[src/rtl/uart_tx_regs.sv]
// uart_tx_regs: register-mapped UART transmitter with a small TX FIFO.
// Frame format (5-8 data bits, none/even/odd parity, 1/2 stop bits) and the
// baud divisor are set through five byte-wide registers starting at BASE_ADDR.
module uart_tx_regs #(
   parameter int                ADDR_W     = 8,
   parameter int                DATA_W     = 8,
   parameter int                FIFO_DEPTH = 4,
   parameter logic [ADDR_W-1:0] BASE_ADDR  = '0
) (
   input  logic              clk,
   input  logic              rst_n,
   input  logic              write_enable,
   input  logic [ADDR_W-1:0] address,
   input  logic [DATA_W-1:0] data_in,
   output logic [DATA_W-1:0] data_out,
   output logic              tx,
   output logic              tx_busy,
   output logic              fifo_empty
);

   localparam int PTR_W = (FIFO_DEPTH > 1) ? $clog2(FIFO_DEPTH) : 1;
   localparam int CNT_W = PTR_W + 1;
   localparam logic [CNT_W-1:0] FULL_COUNT = CNT_W'(FIFO_DEPTH);

   typedef enum logic [2:0] {
      S_IDLE,
      S_START,
      S_DATA,
      S_PARITY,
      S_STOP
   } state_t;

   // Address decode: hit[n] is set when the bus addresses register BASE_ADDR+n
   logic [4:0] hit;
   genvar gi;
   generate
      for (gi = 0; gi < 5; gi++) begin : g_decode
         assign hit[gi] = (address == BASE_ADDR + ADDR_W'(gi));
      end
   endgenerate

   logic wr_ubrrl, wr_ubrrh, wr_ctrl, wr_status, wr_data;
   assign wr_ubrrl  = write_enable && hit[0];
   assign wr_ubrrh  = write_enable && hit[1];
   assign wr_ctrl   = write_enable && hit[2];
   assign wr_status = write_enable && hit[3];
   assign wr_data   = write_enable && hit[4];

   // Configuration and status registers
   logic [15:0] ubrr_reg;
   logic [5:0]  ctrl_reg;
   logic        overflow_reg;

   // FIFO storage and bookkeeping
   logic [7:0]       fifo_mem [FIFO_DEPTH];
   logic [PTR_W-1:0] wr_ptr_reg, rd_ptr_reg;
   logic [CNT_W-1:0] count_reg;
   logic             fifo_full, push, drop, pop;

   // Transmit engine state; frame configuration is captured at pop time
   state_t      state_reg;
   logic [7:0]  shift_reg;
   logic [15:0] baud_cnt_reg;
   logic [2:0]  bit_cnt_reg;
   logic        stop_cnt_reg;
   logic        par_acc_reg, par_en_reg, par_odd_reg, stop2_reg;
   logic [1:0]  size_reg;
   logic        tx_reg;

   logic bit_end, last_bit, last_stop, can_start;

   assign fifo_empty = (count_reg == '0);
   assign fifo_full  = (count_reg == FULL_COUNT);
   // Full is judged before any same-cycle pop, so a push into a full FIFO drops
   assign push       = wr_data && !fifo_full;
   assign drop       = wr_data && fifo_full;

   assign bit_end   = (baud_cnt_reg == 16'd0);
   assign last_bit  = (bit_cnt_reg == ({1'b0, size_reg} + 3'd4));
   assign last_stop = !stop2_reg || stop_cnt_reg;
   assign can_start = ctrl_reg[0] && !fifo_empty;
   // Pop from IDLE, or straight out of the final stop bit for back-to-back frames
   assign pop = can_start &&
                ((state_reg == S_IDLE) ||
                 ((state_reg == S_STOP) && bit_end && last_stop));

   assign tx      = tx_reg;
   assign tx_busy = (state_reg != S_IDLE);

   // Register read mux; unmapped and write-only locations read as zero
   always_comb begin
      data_out = '0;
      if (hit[0])
         data_out = DATA_W'(ubrr_reg[7:0]);
      else if (hit[1])
         data_out = DATA_W'(ubrr_reg[15:8]);
      else if (hit[2])
         data_out = DATA_W'({2'b00, ctrl_reg});
      else if (hit[3])
         data_out = DATA_W'({4'b0000, overflow_reg, tx_busy, fifo_full, fifo_empty});
   end

   // Software-visible registers: divisor, control and the sticky overflow flag
   always_ff @(posedge clk or negedge rst_n) begin
      if (!rst_n) begin
         ubrr_reg     <= '0;
         ctrl_reg     <= '0;
         overflow_reg <= 1'b0;
      end else begin
         if (wr_ubrrl) ubrr_reg[7:0]  <= data_in[7:0];
         if (wr_ubrrh) ubrr_reg[15:8] <= data_in[7:0];
         if (wr_ctrl)  ctrl_reg       <= data_in[5:0];
         if (drop)
            overflow_reg <= 1'b1;
         else if (wr_status && data_in[3])
            overflow_reg <= 1'b0;
      end
   end

   // FIFO storage write; contents need no reset since the pointers define validity
   always_ff @(posedge clk) begin
      if (push) fifo_mem[wr_ptr_reg] <= data_in[7:0];
   end

   // FIFO pointers and occupancy count; pointers wrap naturally at FIFO_DEPTH
   always_ff @(posedge clk or negedge rst_n) begin
      if (!rst_n) begin
         wr_ptr_reg <= '0;
         rd_ptr_reg <= '0;
         count_reg  <= '0;
      end else begin
         if (push) wr_ptr_reg <= wr_ptr_reg + PTR_W'(1);
         if (pop)  rd_ptr_reg <= rd_ptr_reg + PTR_W'(1);
         count_reg <= count_reg + CNT_W'(push) - CNT_W'(pop);
      end
   end

   // Frame FSM; tx is registered from the current state so it trails the state by one cycle
   always_ff @(posedge clk or negedge rst_n) begin
      if (!rst_n) begin
         state_reg    <= S_IDLE;
         tx_reg       <= 1'b1;
         shift_reg    <= '0;
         baud_cnt_reg <= '0;
         bit_cnt_reg  <= '0;
         stop_cnt_reg <= 1'b0;
         par_acc_reg  <= 1'b0;
         par_en_reg   <= 1'b0;
         par_odd_reg  <= 1'b0;
         stop2_reg    <= 1'b0;
         size_reg     <= '0;
      end else begin
         case (state_reg)
            S_IDLE: begin
               tx_reg <= 1'b1;
            end
            S_START: begin
               tx_reg <= 1'b0;
               if (bit_end) begin
                  baud_cnt_reg <= ubrr_reg;
                  state_reg    <= S_DATA;
               end else begin
                  baud_cnt_reg <= baud_cnt_reg - 16'd1;
               end
            end
            S_DATA: begin
               tx_reg <= shift_reg[0];
               if (bit_end) begin
                  baud_cnt_reg <= ubrr_reg;
                  par_acc_reg  <= par_acc_reg ^ shift_reg[0];
                  shift_reg    <= shift_reg >> 1;
                  bit_cnt_reg  <= bit_cnt_reg + 3'd1;
                  if (last_bit) state_reg <= par_en_reg ? S_PARITY : S_STOP;
               end else begin
                  baud_cnt_reg <= baud_cnt_reg - 16'd1;
               end
            end
            S_PARITY: begin
               tx_reg <= par_acc_reg ^ par_odd_reg;
               if (bit_end) begin
                  baud_cnt_reg <= ubrr_reg;
                  state_reg    <= S_STOP;
               end else begin
                  baud_cnt_reg <= baud_cnt_reg - 16'd1;
               end
            end
            S_STOP: begin
               tx_reg <= 1'b1;
               if (bit_end) begin
                  if (!last_stop) begin
                     stop_cnt_reg <= 1'b1;
                     baud_cnt_reg <= ubrr_reg;
                  end else begin
                     state_reg <= S_IDLE;
                  end
               end else begin
                  baud_cnt_reg <= baud_cnt_reg - 16'd1;
               end
            end
            default: begin
               tx_reg    <= 1'b1;
               state_reg <= S_IDLE;
            end
         endcase
         // A pop loads the next character and its frame format, overriding the above
         if (pop) begin
            state_reg    <= S_START;
            shift_reg    <= fifo_mem[rd_ptr_reg];
            baud_cnt_reg <= ubrr_reg;
            bit_cnt_reg  <= '0;
            stop_cnt_reg <= 1'b0;
            par_acc_reg  <= 1'b0;
            par_en_reg   <= ctrl_reg[2];
            par_odd_reg  <= ctrl_reg[1];
            stop2_reg    <= ctrl_reg[3];
            size_reg     <= ctrl_reg[5:4];
         end
      end
   end

endmodule

[config.mk]
export PLATFORM = sky130hd
export DESIGN_NAME = uart_tx_regs
export DESIGN_NICKNAME = d
export VERILOG_FILES = /design/src/rtl/uart_tx_regs.sv
export SDC_FILE = /design/constraint.sdc
export NUM_CORES = 1
export LEC_CHECK = 0
export BUFFER_PORTS_ARGS = -buffer_cell sky130_fd_sc_hd__buf_2
export CAP_MARGIN = 20
export CELL_PAD_IN_SITES_DETAIL_PLACEMENT = 1
export CELL_PAD_IN_SITES_GLOBAL_PLACEMENT = 1
export CORE_ASPECT_RATIO = 0.7
export CORE_UTILIZATION = 28
export CTS_CLUSTER_DIAMETER = 30
export DETAILED_ROUTE_END_ITERATION = 7
export GPL_TIMING_DRIVEN = 1
export PLACE_DENSITY_LB_ADDON = 0.1
export SLEW_MARGIN = 10
export SYNTH_ARGS = -nofsm -noshare
export SYNTH_HDL_FRONTEND = slang
export SYNTH_SLANG_ARGS = --single-unit
[constraint.sdc]
create_clock -name clk -period 4.2 [get_ports clk]
set_input_delay 0.84 -clock clk [delete_from_list [all_inputs] [get_ports clk]]
set_output_delay 0.84 -clock clk [all_outputs]
set_load 0.03 [all_outputs]
======== Word-level counts from Yosys, hierarchy flattened ========
Memory sizes are Yosys's and may differ from the RTL's.
Index checks and enable logic that the tools add are counted.
storage, ports and cells
  memory bits (writable) .................. 32
  bits in registers ....................... 68
  word-level logic and storage cells ...... 115
  memories ................................ 1
  output and inout port bits .............. 11
memory list
  name      depth  width  rd ports  clocked after memory_dff  write ports  RTL line  RTL
  fifo_mem  4      8      1         0                         1            55        logic [7:0] fifo_mem [FIFO_DEPTH];
operators by class
  muxes and demuxes ....................... 36
  reduce and logical (&&, ||, !) cells .... 32
  bitwise logic cells ..................... 2
  equal/unequal tests ..................... 19
  $add $sub $neg .......................... 7
operators with widths
  operator                                                                count
  16-bit two-way mux                                                      4
  8-bit two-way mux                                                       5
  3-bit two-way mux                                                       11
  16-bit case mux with 2 select lines                                     1
  3-bit inequality test (second input constant)                           6
  8-bit by 2-bit equality test with 1-bit output (second input constant)  2
  16-bit zero test                                                        1
  16-bit by 1-bit subtractor with 16-bit output (second input constant)   1
  3-bit case mux with 5 select lines                                      1
  1-bit logical AND                                                       12
  1-bit two-way mux                                                       11
  8-bit by 1-bit equality test with 1-bit output (second input constant)  1
  8-bit by 3-bit equality test with 1-bit output (second input constant)  1
  8-bit zero test                                                         1
  2-bit nonzero test                                                      4
  7-bit AND reduction                                                     1
  3-bit by 2-bit equality test with 1-bit output (second input constant)  2
  3-bit equality test (second input constant)                             2
  3-bit zero test                                                         2
  6-bit two-way mux                                                       1
  3-bit nonzero test                                                      2
  2-bit by 1-bit adder with 2-bit output (second input constant)          2
  4-bit two-way mux                                                       1
  2-bit inequality test (second input constant)                           2
  14 further kinds                                                        19

======== Logic depth before layout (Yosys ltp) ========
  depth in word-level cells ............... 7
  gate-level depth with buffers ........... 14
  depth with buffers taken out ............ 11

======== Worst setup path before layout ========
Ideal clock, no wire load.
  path kind ............................... register to register
  start ................................... reg baud_cnt_reg[0]
  end ..................................... reg count_reg[2]
  cell stages (with the launch flop) ...... 15
  arrival time ............................ 3237 ps
  setup slack ............................. 840 ps
  data required time ...................... 4077 ps
  buffers on the path ..................... 3
  library setup time ...................... 123 ps
  cells stage by stage .................... dfrtp_1 inv_1 ha_1 or4b_1 buf_2 or4_4 buf_6 o31ai_4 buf_2 ha_1 inv_1 ha_1 fa_1 xnor2_1 xnor2_1
between the ends
  word-level cells in the longest chain between the ends .. 6
RTL lines
  element                                      RTL line  RTL
  from (decl)                                  63        logic [15:0] baud_cnt_reg;
  from (signal assigned)                       160       baud_cnt_reg <= ubrr_reg;
  from (signal assigned)                       163       baud_cnt_reg <= baud_cnt_reg - 16'd1;
  from (signal assigned)                       169       baud_cnt_reg <= ubrr_reg;
  16-bit zero test                             78        assign bit_end = (baud_cnt_reg == 16'd0);
  1-bit logical AND (2 in a row)               85        ((state_reg == S_STOP) && bit_end && last_stop));
  1-bit logical OR                             84        ((state_reg == S_IDLE) ||
  1-bit logical AND                            83        assign pop = can_start &&
  via pop                                      58        logic fifo_full, push, drop, pop;
  3-bit by 1-bit subtractor with 3-bit output  134       count_reg <= count_reg + CNT_W'(push) - CNT_W'(pop);
  to (signal assigned)                         134
  to (decl)                                    57        logic [CNT_W-1:0] count_reg;
The timed path passes the listed nets, and every way through them passes these cells.
A chain may end at the register's enable or synchronous reset.

======== Worst setup path after layout ========
  start ................................... reg baud_cnt_reg[0]
  end ..................................... reg count_reg[2]
between the ends
  word-level cells in the longest chain between the ends .. 6
RTL lines
  element                                      RTL line
  16-bit zero test                             78
  1-bit logical AND (2 in a row)               85
  1-bit logical OR                             84
  1-bit logical AND                            83
  3-bit by 1-bit subtractor with 3-bit output  134
No other way between the ends.

==> flow_metrics.py <==
metrics = {
    "timing": {
        "rsz0062_at_grt": "false",
        "fin_tns_setup_ns": 0,
        "timing.slew.headroom_pct": 35.5,
        "period_needed_ns": 3.36,
        "finalSetupViolations": 0,
        "finalHoldViolations": 0,
        "fin_ws_ns": 0.840,
        "drv_slew": 0,
        "period_share_pct": 80.0,
        "tightest_slew_ns": 0.967,
        "max_freq_mhz": 298,
        "fin_skew_ns": 0.00874,
    },
    "logic_synthesis": {
        "synth_top_family_by_area": "multiplexers",
        "synth_adder_area_share_pct": 2.47,
        "async_flop_share_pct": 68.0,
        "synth_top_area_share_pct": 34.4,
        "syn_area_sq_mm": 0.00487,
        "synthFlopType": "dfrtp_1",
        "ys_ff_latch": 100,
        "synthTopCellsByArea": "dfrtp_1 34%, edfxtp_1 20%, mux2_2 6.5%",
        "synthSimpleGateAreaFrac_pct": 12.3,
        "synth_compound_area_share_pct": 9.35,
        "syn_inst": 387,
        "syn_nets": 415,
        "yosysMostFrequentCell": "dfrtp_1",
        "synth_area_leader_cell": "dfrtp_1",
        "yosys-top-cells-count": "67 x dfrtp_1, 32 x edfxtp_1, 28 x mux2_2",
        "synth_cell_types": 54,
        "syn_avg_cell_area_sq_um": 12.6,
        "synth.mux.area_fraction_pct": 15.7,
        "synth_edf_count": 32,
        "seq_area_frac_synth_pct": 54.7,
        "synth_warnings": 0,
        "synth_xor_area_share_pct": 1.98,
    },
    "pwr": {
        "power.leakage_nw": 2.38,
        "powerDensity_mw_per_mm2": 544,
        "ir_drop_mv": 0.204,
    },
    "global_routing": {
        "overflow": 0,
        "grt_max_degree": 69,
        "grt_pass1_vias": 3316,
        "antenna_found_initial": 0,
        "grt_first_pass_wirelength_um": 20700,
        "grt_usage_pct": 15.6,
    },
    "clock_network": {
        "cts_tree": "built",
        "root_buffer": "clkbuf_16",
        "cts_setup_buffers": 0,
        "numCtsBuffers": 9,
        "hold_buffers": 0,
        "h-tree-depth": 3,
        "clock_latency_ns": 0.35,
        "cts.repair.resized": 0,
        "clock_path_buffers": 2,
        "cts_sinks": 100,
        "clk_pin_slew_ns": 0.07,
    },
    "place": {
        "hpwlAfterDp_um": 9250,
        "pre_cts_slack_ns": 0.692,
        "dpl.cell_count": 627,
        "io_buffers": 29,
        "gp_congestion": 0.728,
    },
    "layout": {
        "fin_nets": 441,
        "final.fill_count": 1772,
        "multi_input_area_sq_mm": 0.00204,
        "ff_latch_area_sq_mm": 0.00266,
        "largest_reg_flops": 32,
        "fin_cells": 643,
        "n_antenna_cell": 0,
        "syn2layout_area_growth_pct": 12.9,
        "drive_gt1_share_pct": 23.0,
    },
    "detailed_routing": {
        "ant_nets": 0,
        "wl_um": 13100,
        "drtPass1Iterations": 4,
        "vias": 3227,
        "via_per_inst": 5.02,
        "drt_iter0_drc": 202,
        "drc": 0,
        "avgRoutedWirePerCell_um": 20.3,
    },
    "critical_path": {
        "critPathArrivalTime_ns": 3.64,
        "cp_data_required_time_ns": 4.48,
        "crit_type": "flip-flop to flip-flop",
        "end_kind": "flip-flop",
        "cp_max_fo": 7,
        "start_kind": "flip-flop",
        "r2r_cells": 11,
        "rrSetupSlack_ns": 0.84,
    },
    "floorplanning": {
        "initial_core_util_pct": 29.3,
        "fp.dieW_um": 160,
        "io_pins": 30,
        "num_rows": 39,
        "dieArea_sq_mm": 0.0179,
        "die_h_um": 112,
        "core_area_sq_mm": 0.0166,
    },
    "hold_path": {
        "hp-class": "flip-flop to flip-flop",
        "hold_depth": 1,
    },
    "job": {
        "cap_viol_max_count": 0,
    },
    "outcome": {
        "outcome": "finished, final reports clean",
    },
}
-- placed cells by master (no fill, tap or decap), types with 13 or more instances in the layout --
cell type	instances
buf_2	28
nor3_1	13
edfxtp_1	32
o21ai_0	13
mux2i_1	18
dfrtp_1	67
inv_1	15
nand2_1	22
mux2_2	28
nor2_1	21
-- final cells by class --
type,instances,area share (%)
Timing Repair Buffer,35,3.50
Sequential cell,100,48.4
Multi-Input combinational cell,252,37.0
Clock inverter,5,0.682
Tap cell,225,5.12
Clock buffer,11,4.23
Inverter,15,1.02
-- metrics by stage --
step	util [%]	cell area (sq um)	power (mW)	hold WS, ns
floorplan	-	4870	1.97	0.448
global route	33.1	5500	3.18	0.506
CTS	33.1	5500	3.04	0.492
detailed placement	31.4	5230	2.24	0.470
finish	33.1	5500	2.99	0.489
global placement	31.4	5230	2.22	0.467
-- final timing paths --
check / from / end
setup / recovery: baud_cnt_reg[0]$_DFFE_PN0P_ / count_reg[2]$_DFF_PN0_
hold / removal: baud_cnt_reg[9]$_DFFE_PN0P_ / baud_cnt_reg[9]$_DFFE_PN0P_
setup reg to reg: baud_cnt_reg[0]$_DFFE_PN0P_ / count_reg[2]$_DFF_PN0_
hold reg to reg: baud_cnt_reg[9]$_DFFE_PN0P_ / baud_cnt_reg[9]$_DFFE_PN0P_
max in group asynchronous: rst_n / state_reg[2]$_DFFE_PN0P_
min in group asynchronous: rst_n / ubrr_reg[7]$_DFFE_PN0P_
-- per-layer routing --
metal | up-vias | routed length [um] | global-route usage [%]
li1 | 1493 | - | -
met2 | 55 | 5320 | 21.3
met3 | 11 | 592 | 3.55
met5 | - | 0 | 0
met1 | 1668 | 7010 | 24.4
met4 | 0 | 147 | 4.23
-- report_power, final --
part	leakage, nW	internal, mW	total (mW)	switching, mW
logic	1.06	0.359	0.824	0.464
registers	1.18	1.17	1.38	0.211
clock network	0.128	0.405	0.785	0.380
-- logic make-up after synthesis --
group           count (synthesis)
flops                         100
simple gates                  109
fa+ha+maj                       9
xor+xnor                       11
buf+inv                        35
mux                            58
compound gates                 65
-- worst max-delay path: stages, from the launching register on --
cell and delay, ns:
dfrtp_1 0.41, inv_1 0.11, ha_1 0.22, or4b_1 0.61, or4_4 0.63, o31ai_4 0.24, ha_1 0.16, inv_1 0.04
ha_1 0.18, fa_1 0.39, xnor2_1 0.18, xnor2_1 0.13
Note: power is estimated with default switching activity, not from simulation.
